<file path="src/rtl/convert_pkg.sv">
// Shared encodings and width helpers for the convert_pipe requantiser.
package convert_pkg;

  typedef enum logic [1:0] {
    QUANT_TRUNC     = 2'd0,
    QUANT_HALF_UP   = 2'd1,
    QUANT_HALF_EVEN = 2'd2
  } quant_e;

  typedef enum logic {
    OVF_WRAP = 1'b0,
    OVF_SAT  = 1'b1
  } ovf_e;

  function automatic int imax(input int a, input int b);
    return (a > b) ? a : b;
  endfunction

  // Rounding width: one carry bit above the input, widened if the bias itself needs more room.
  function automatic int rnd_width(input int nin, input int s);
    return (s > 0) ? imax(nin + 1, s + 1) : nin + 1;
  endfunction

  // Intermediate width: holds the aligned/rounded value and the full output range, plus a spare sign bit.
  function automatic int inter_width(input int nin, input int nout, input int s);
    return 1 + imax(nout, (s > 0) ? rnd_width(nin, s) : nin - s);
  endfunction

endpackage

</file>
<file path="src/rtl/convert_lane.sv">
// One lane of the requantiser: s1 aligns/rounds/sign-extends, s2 range-checks and saturates or wraps.
// Both stages advance only when en is high.
module convert_lane
  import convert_pkg::*;
#(
  parameter int N_BITS_IN  = 8,
  parameter int BIN_PT_IN  = 7,
  parameter int N_BITS_OUT = 4,
  parameter int BIN_PT_OUT = 3,
  parameter int QUANTIZE   = 1,
  parameter int OVERFLOW   = 1
) (
  input  logic                  clk,
  input  logic                  rst,
  input  logic                  en,
  input  logic [N_BITS_IN-1:0]  din,
  output logic [N_BITS_OUT-1:0] dout,
  output logic                  ovf
);

  localparam int S  = BIN_PT_IN - BIN_PT_OUT;
  localparam int RW = rnd_width(N_BITS_IN, S);
  localparam int WI = inter_width(N_BITS_IN, N_BITS_OUT, S);

  logic [WI-1:0] aligned;
  logic [WI-1:0] s1_q;

  generate
    if (S <= 0) begin : g_shl
      localparam int NSHL = -S;
      logic [WI-1:0] ext;
      assign ext     = {{(WI-N_BITS_IN){din[N_BITS_IN-1]}}, din};
      assign aligned = ext << NSHL;
    end else begin : g_shr
      logic        [RW-1:0] x_ext;
      logic        [RW-1:0] bias;
      logic        [RW-1:0] sum;
      logic signed [RW-1:0] shr;
      assign x_ext = {{(RW-N_BITS_IN){din[N_BITS_IN-1]}}, din};
      if (QUANTIZE == int'(QUANT_HALF_UP)) begin : g_hu
        localparam logic [RW-1:0] HALF = RW'(1) << (S - 1);
        assign bias = HALF;
      end else if (QUANTIZE == int'(QUANT_HALF_EVEN)) begin : g_he
        localparam logic [RW-1:0] HALF = RW'(1) << (S - 1);
        // x_ext[S] is the LSB that survives the shift; it breaks ties toward even.
        assign bias = HALF - RW'(1) + {{(RW-1){1'b0}}, x_ext[S]};
      end else begin : g_tr
        assign bias = '0;
      end
      assign sum     = x_ext + bias;
      assign shr     = $signed(sum) >>> S;
      assign aligned = {{(WI-RW){shr[RW-1]}}, shr};
    end
  endgenerate

  logic [WI-N_BITS_OUT:0] hi;
  logic                   over;
  logic [N_BITS_OUT-1:0]  sat_val;
  logic [N_BITS_OUT-1:0]  res;

  // In range only if every bit from the output sign upward matches.
  assign hi      = s1_q[WI-1:N_BITS_OUT-1];
  assign over    = !((&hi) || !(|hi));
  assign sat_val = s1_q[WI-1] ? {1'b1, {(N_BITS_OUT-1){1'b0}}}
                              : {1'b0, {(N_BITS_OUT-1){1'b1}}};
  assign res     = (over && (OVERFLOW == int'(OVF_SAT))) ? sat_val : s1_q[N_BITS_OUT-1:0];

  always_ff @(posedge clk) begin
    if (rst) begin
      s1_q <= '0;
      dout <= '0;
      ovf  <= 1'b0;
    end else if (en) begin
      s1_q <= aligned;
      dout <= res;
      ovf  <= over;
    end
  end

endmodule

</file>
<file path="src/rtl/convert_pipe.sv">
// Two-stage multi-lane fixed-point requantiser with valid/ready handshake; latency 2, 1 word/cycle.
// Define CONVERT_PIPE_OVF_CNT_EN to add a saturating ovf_count output.
module convert_pipe
  import convert_pkg::*;
#(
  parameter int N_CHANNELS = 1,
  parameter int N_BITS_IN  = 8,
  parameter int BIN_PT_IN  = 7,
  parameter int N_BITS_OUT = 4,
  parameter int BIN_PT_OUT = 3,
  parameter int QUANTIZE   = 1,
  parameter int OVERFLOW   = 1
) (
  input  logic                             clk,
  input  logic                             rst,
  input  logic [N_CHANNELS*N_BITS_IN-1:0]  din,
  input  logic                             in_valid,
  output logic                             in_ready,
  output logic [N_CHANNELS*N_BITS_OUT-1:0] dout,
  output logic                             out_valid,
  input  logic                             out_ready,
  output logic [N_CHANNELS-1:0]            ovf
`ifdef CONVERT_PIPE_OVF_CNT_EN
  ,
  output logic [31:0]                      ovf_count
`endif
);

  logic en;
  logic s1_valid;

  assign en       = !out_valid || out_ready;
  assign in_ready = en;

  always_ff @(posedge clk) begin
    if (rst) begin
      s1_valid  <= 1'b0;
      out_valid <= 1'b0;
    end else if (en) begin
      s1_valid  <= in_valid;
      out_valid <= s1_valid;
    end
  end

  generate
    for (genvar i = 0; i < N_CHANNELS; i++) begin : g_lane
      convert_lane #(
        .N_BITS_IN (N_BITS_IN),
        .BIN_PT_IN (BIN_PT_IN),
        .N_BITS_OUT(N_BITS_OUT),
        .BIN_PT_OUT(BIN_PT_OUT),
        .QUANTIZE  (QUANTIZE),
        .OVERFLOW  (OVERFLOW)
      ) u_lane (
        .clk (clk),
        .rst (rst),
        .en  (en),
        .din (din[i*N_BITS_IN +: N_BITS_IN]),
        .dout(dout[i*N_BITS_OUT +: N_BITS_OUT]),
        .ovf (ovf[i])
      );
    end
  endgenerate

`ifdef CONVERT_PIPE_OVF_CNT_EN
  always_ff @(posedge clk) begin
    if (rst) begin
      ovf_count <= '0;
    end else if (out_valid && out_ready && (|ovf) && !(&ovf_count)) begin
      ovf_count <= ovf_count + 32'd1;
    end
  end
`endif

endmodule

</file>
<file path="config.mk">
export PLATFORM = sky130hd
export DESIGN_NAME = convert_pipe
export DESIGN_NICKNAME = d
export VERILOG_FILES = /design/src/rtl/convert_pkg.sv /design/src/rtl/convert_lane.sv /design/src/rtl/convert_pipe.sv
export SDC_FILE = /design/constraint.sdc
export NUM_CORES = 1
export LEC_CHECK = 0
export ABC_AREA = 1
export CAP_MARGIN = 20
export CORE_AREA = 10 10 47 49
export CTS_BUF_LIST = sky130_fd_sc_hd__clkbuf_4 sky130_fd_sc_hd__clkbuf_8 sky130_fd_sc_hd__clkbuf_16
export DETAILED_ROUTE_END_ITERATION = 12
export DIE_AREA = 0 0 57 59
export GPL_TIMING_DRIVEN = 1
export PLACE_DENSITY = 0.73
export SYNTH_ARGS = -nofsm -noshare
export SYNTH_HDL_FRONTEND = slang
export SYNTH_SLANG_ARGS = --single-unit
</file>
<file path="constraint.sdc">
create_clock -name clk -period 1.6 [get_ports clk]
set_input_delay 0.32 -clock clk [delete_from_list [all_inputs] [get_ports clk]]
set_output_delay 0.32 -clock clk [all_outputs]
set_load 0.02 [all_outputs]
</file>
# Word level (Yosys, flattened, before mapping)

Cells that the tools add are included.

Add/subtract/negate cells: 1
Multiplexer cells: 2
Reduce and logical (&&, ||, !) cells: 7

Operator list:

| operator            | number |
|---|---|
| $add 8x5->9 const B | 1 |
| $mux 4              | 2 |
| $reduce_and 7->1    | 1 |
| $reduce_or 7->1     | 1 |
| $logic_not 1->1     | 3 |
| $logic_or 1x1->1    | 2 |

Register bits after elaboration: 12
Input bits: 12
Output and inout port bits: 7
Word-level logic and storage cells: 15

# Depth between registers and ports, before layout

Depth in word-level cells: 4
Mapped depth: 6
Depth with buffers taken out: 6

# Modules after synthesis

Synthesis repeated with hierarchy kept, for this count alone.

Cells, all modules: 77
Area total of the unflattened synthesis: 600.6 um^2

Modules (own cells, without submodules):

| module       | instances | cells each | area each (um^2) | sequential area each (um^2) |
|---|---|---|---|---|
| convert_lane | 1         | 66         | 516.7            | 200.2 |
| convert_pipe | 1         | 11         | 83.8             | 40.0 |

# Worst setup path before layout

No wires, ideal clock.

Kind: register to register
Start: reg g_lane[0].u_lane.s1_q[3]
End: reg g_lane[0].u_lane.dout[0]
Data arrival time: 0.999 ns
Required time: 1.526 ns
Slack: 0.527 ns
Cell stages (with the launch flop): 6
Cells stage by stage: dfxtp_1 -> inv_1 -> ha_1 -> nor2_1 -> nand2_1 -> a31oi_1

Word-level cells in the longest chain between the ends: 4
Elaborated cells between the ends (all ways): 5
Classes of those cells: 1 x mux; 4 x reduce/logical

Ends and longest elaborated chain:

| item                   | line               | text |
|---|---|---|
| from (decl)            | convert_lane.sv:26 | `logic [WI-1:0] s1_q;` |
| from (signal assigned) | convert_lane.sv:74 | `s1_q <= aligned;` |
| $reduce_or 7->1        | convert_lane.sv:63 | `assign over = !((&hi) \|\| !(\|hi));` |
| $logic_not 1->1        | convert_lane.sv:63 |  |
| $logic_or 1x1->1 (*)   | convert_lane.sv:63 |  |
| $mux 4 (*)             | convert_lane.sv:66 | `assign res = (over && (OVERFLOW == int'(OVF_SAT))) ? sat_val : s1_q[N_BITS_OUT-1:0];` |
| to (signal assigned)   | convert_lane.sv:75 | `dout <= res;` |
| to (decl)              | convert_lane.sv:17 | `output logic [N_BITS_OUT-1:0] dout,` |

Mark *: on every way between the ends. The rest lies on a longest branch, timed or not.
A chain may end at the register's enable or synchronous reset.

# Worst setup path after layout

Start: in out_ready
End: out in_ready

Word-level cells in the longest chain between the ends: 1

Ends and longest elaborated chain:

| item             | line               | text |
|---|---|---|
| from (decl)      | convert_pipe.sv:21 | `input logic out_ready,` |
| $logic_or 1x1->1 | convert_pipe.sv:32 | `assign en = !out_valid \|\| out_ready;` |
| to (decl)        | convert_pipe.sv:18 | `output logic in_ready,` |

No other way between the ends.

==> results.sh <==
export IMPL_status="finished clean"
export IMPL_fin_nets=103
export IMPL_hpwl_um=986
export IMPL_grt_use_total_pct=8.37
export IMPL_postRouteAntennaNets=0
export IMPL_grt_pass1_vias=518
export IMPL_area_growth_pct=38.2
export IMPL_cts_max_path_buffers=2
export IMPL_cap_viol_max_count=0
export IMPL_numCtsBuffers=3
export IMPL_grt_setup_unrepaired="no"
export IMPL_worst_pin_slew_ns=0.237
export IMPL_portBuffers=15
export IMPL_cts_root_buf="clkbuf_4"
export IMPL_clkLatencyLatePin_ns=0.28
export IMPL_synth_top_flop_cell="dfxtp_1"
export IMPL_io_pins=19
export IMPL_layout_drive_gt1_share_pct=13.8
export IMPL_synth_common_cells="dfxtp_1 (12), nand2_1 (9), nand3_1 (9), nor2_1 (8)"
export IMPL_synth_area_leaders="dfxtp_1 (44%), nand3_1 (8.3%), ha_1 (6.9%), nand2_1 (6.3%), nor2_1 (5.6%)"
export IMPL_clock_sinks=12
export IMPL_final_area_sq_um=747
export IMPL_crit_chain="clkdlybuf4s50_1, inv_2, nand2_4, clkdlybuf4s15_2"
export IMPL_p_per_area_nw_per_um2=986
export IMPL_placed_area_sq_um=711
export IMPL_finalMaxSlewViolations=0
export IMPL_path_clk_slew_ns=0.07
export IMPL_ys_seq_area_share_pct=44.4
export IMPL_die_w_um=57
export IMPL_synthCells=67
export IMPL_synth_top_area_cell="dfxtp_1"
export IMPL_fin_worst_skew_ns=0.00229
export IMPL_ys_warnings_count=0
export IMPL_path_class="input port to output pin"
export IMPL_grt_pass1_wl_um=2260
export IMPL_route_detailed_drc=0
export IMPL_arrival_ns=1.24
export IMPL_synth_top_family_by_area="simple AND/OR/NAND/NOR gates"
export IMPL_slew_headroom_pct=84.2
export IMPL_rows=14
export IMPL_yosys_area_share_simple_pct=27.5
export IMPL_drt_iter0_drc=17
export IMPL_synthMuxAreaShare_pct=0
export IMPL_synth_compound_area_share_pct=11.8
export IMPL_period_minus_slack_ns=1.56
export IMPL_cts_tree="built"
export IMPL_grt_max_degree=15
export IMPL_die_h_um=59
export IMPL_yosysUniqueCellTypes=17
export IMPL_synth_xor_area_share_pct=1.62
export IMPL_critPathCaptureType="output pin"
export IMPL_cp_slowest_stage_delay_ns=0.54
export IMPL_postSynthAreaPerCell_sq_um=8.07
export IMPL_cp_data_required_time_ns=1.28
export IMPL_netlist_area_leader_share_pct=44.4
export IMPL_placed_cells=99
export IMPL_cts_hold_buf=0
export IMPL_core_sq_um=1400
export IMPL_yosysMostFrequentCell="dfxtp_1"
export IMPL_vias_per_cell=5.04
export IMPL_cts_repair_resize_count=4
export IMPL_finalCritPeriodShare_pct=97.3
export IMPL_dieArea_sq_um=3360
export IMPL_htree_levels=1
export IMPL_hp_class="register to register"
export IMPL_post_cts_buffers=0
export IMPL_synth_nets=82
export IMPL_yosys_area_share_adder_pct=6.94
export IMPL_globalplace_congestion=0.736
export IMPL_syn_area_sq_um=541
export IMPL_drt_total_wl_um=1350
export IMPL_routedWlPerCell_um=13.1
export IMPL_post_route_util_pct=53.3
export IMPL_power_leakage_nw=0.325
export IMPL_antenna_found_initial=0
export IMPL_worst_ir_drop_vdd_mv=0.528
export IMPL_fin_cells=103
export IMPL_setup_viol=0
export IMPL_synth_async_sr_flop_share_pct=0
export IMPL_fmax_mhz=642
export IMPL_grt_overflow=0
export IMPL_vias=519
export IMPL_synth_seq_cells=12
export IMPL_start_util_pct=38.6
export IMPL_crit_path_top_delay_cell="clkdlybuf4s50_1"
export IMPL_antenna_cells=0
export IMPL_synth_edf_count=0
export IMPL_startpoint_type="input port"
export IMPL_hold_viol=0
export IMPL_whs_ns=0.485
export IMPL_drt_pre_antenna_iters=4
export IMPL_fillCellCount=141
export IMPL_crit_path_max_fanout=2
export IMPL_p_total_uw=736
-- worst paths after layout --
| check | start | endpoint | slack, ns | cells after the start |
|---|---|---|---|---|
| max reg2reg | g_lane[0].u_lane.s1_q[3] | g_lane[0].u_lane.dout[0] | 0.37 | 5 |
| min | s1_valid | out_valid | 0.49 | 2 |
| min reg2reg | s1_valid | out_valid | 0.49 | 2 |
| max | out_ready | in_ready | 0.04 | 4 |
-- state kept, by name (all words and copies together) (netlist names) --
| name | cells |
|---|---|
| g_lane.u_lane.dout | 4 |
| g_lane.u_lane.ovf | 1 |
| out_valid | 1 |
| g_lane.u_lane.s1_q | 5 |
| s1_valid | 1 |
-- metrics by stage --
step | setup TNS [ns] | setup WS [ns]
global route | 0 | 0.000987
floorplan | 0 | 0.527
finish | 0 | 0.0434
global placement | -0.311 | -0.311
detailed placement | -0.308 | -0.308
CTS | 0 | 0.0339
-- cells by family (layout without fill, tap and decap cells) --
| logic type | after synthesis | in the layout |
|---|---|---|
| flip-flops | 12 | 12 |
| buffers and inverters | 8 | 28 |
| AO/OA/AOI/OAI | 12 | 12 |
| adder cells (fa/ha/maj) | 3 | 3 |
| XOR/XNOR | 1 | 1 |
| AND/OR/NAND/NOR | 31 | 31 |
-- layout by cell type (no fill, tap or decap) --
master and n:
clkdlybuf4s50_1 13, dfxtp_1 12, nand3_1 9, nand2_1 9, nor2_1 8, inv_1 4
a21oi_1 4, inv_2 3, o21ai_1 3, a31oi_1 3, ha_1 3, clkbuf_4 3
nand4_1 2, o21ai_0 2, buf_4 2, nand2_4 1, nor2_4 1, nor3_1 1
xnor2_1 1, clkbuf_8 1, clkdlybuf4s15_2 1, dlygate4sd2_1 1
-- power breakdown --
group / internal (mW) / total [mW] / switching [mW]
clock network: 0.139 / 0.242 / 0.103
registers: 0.326 / 0.342 / 0.0162
logic: 0.0727 / 0.153 / 0.0802
-- layer usage --
metal / GRT usage, % / routed length [um] / vias to the layer above
li1: - / - / 265
met4: 5.03 / 34 / 0
met5: 0 / 0 / -
met1: 7.90 / 513 / 236
met3: 3.65 / 101 / 5
met2: 14.7 / 704 / 13
-- layout make-up --
| type | instances | area [sq um] | share of cell area [%] |
|---|---|---|---|
| Timing Repair Buffer | 17 | 165 | 22.1 |
| Sequential cell | 12 | 240 | 32.2 |
| Tap cell | 16 | 20.0 | 2.68 |
| Clock buffer | 4 | 36.3 | 4.86 |
| Multi-Input combinational cell | 47 | 259 | 34.7 |
| Inverter | 7 | 26.3 | 3.52 |
-- critical path, delay by kind of cell --
kind,cells,cell delay (ns)
buffers and inverters,3,0.86
and+or+nand+nor,1,0.06
Note: power is estimated with default switching activity, not from simulation.
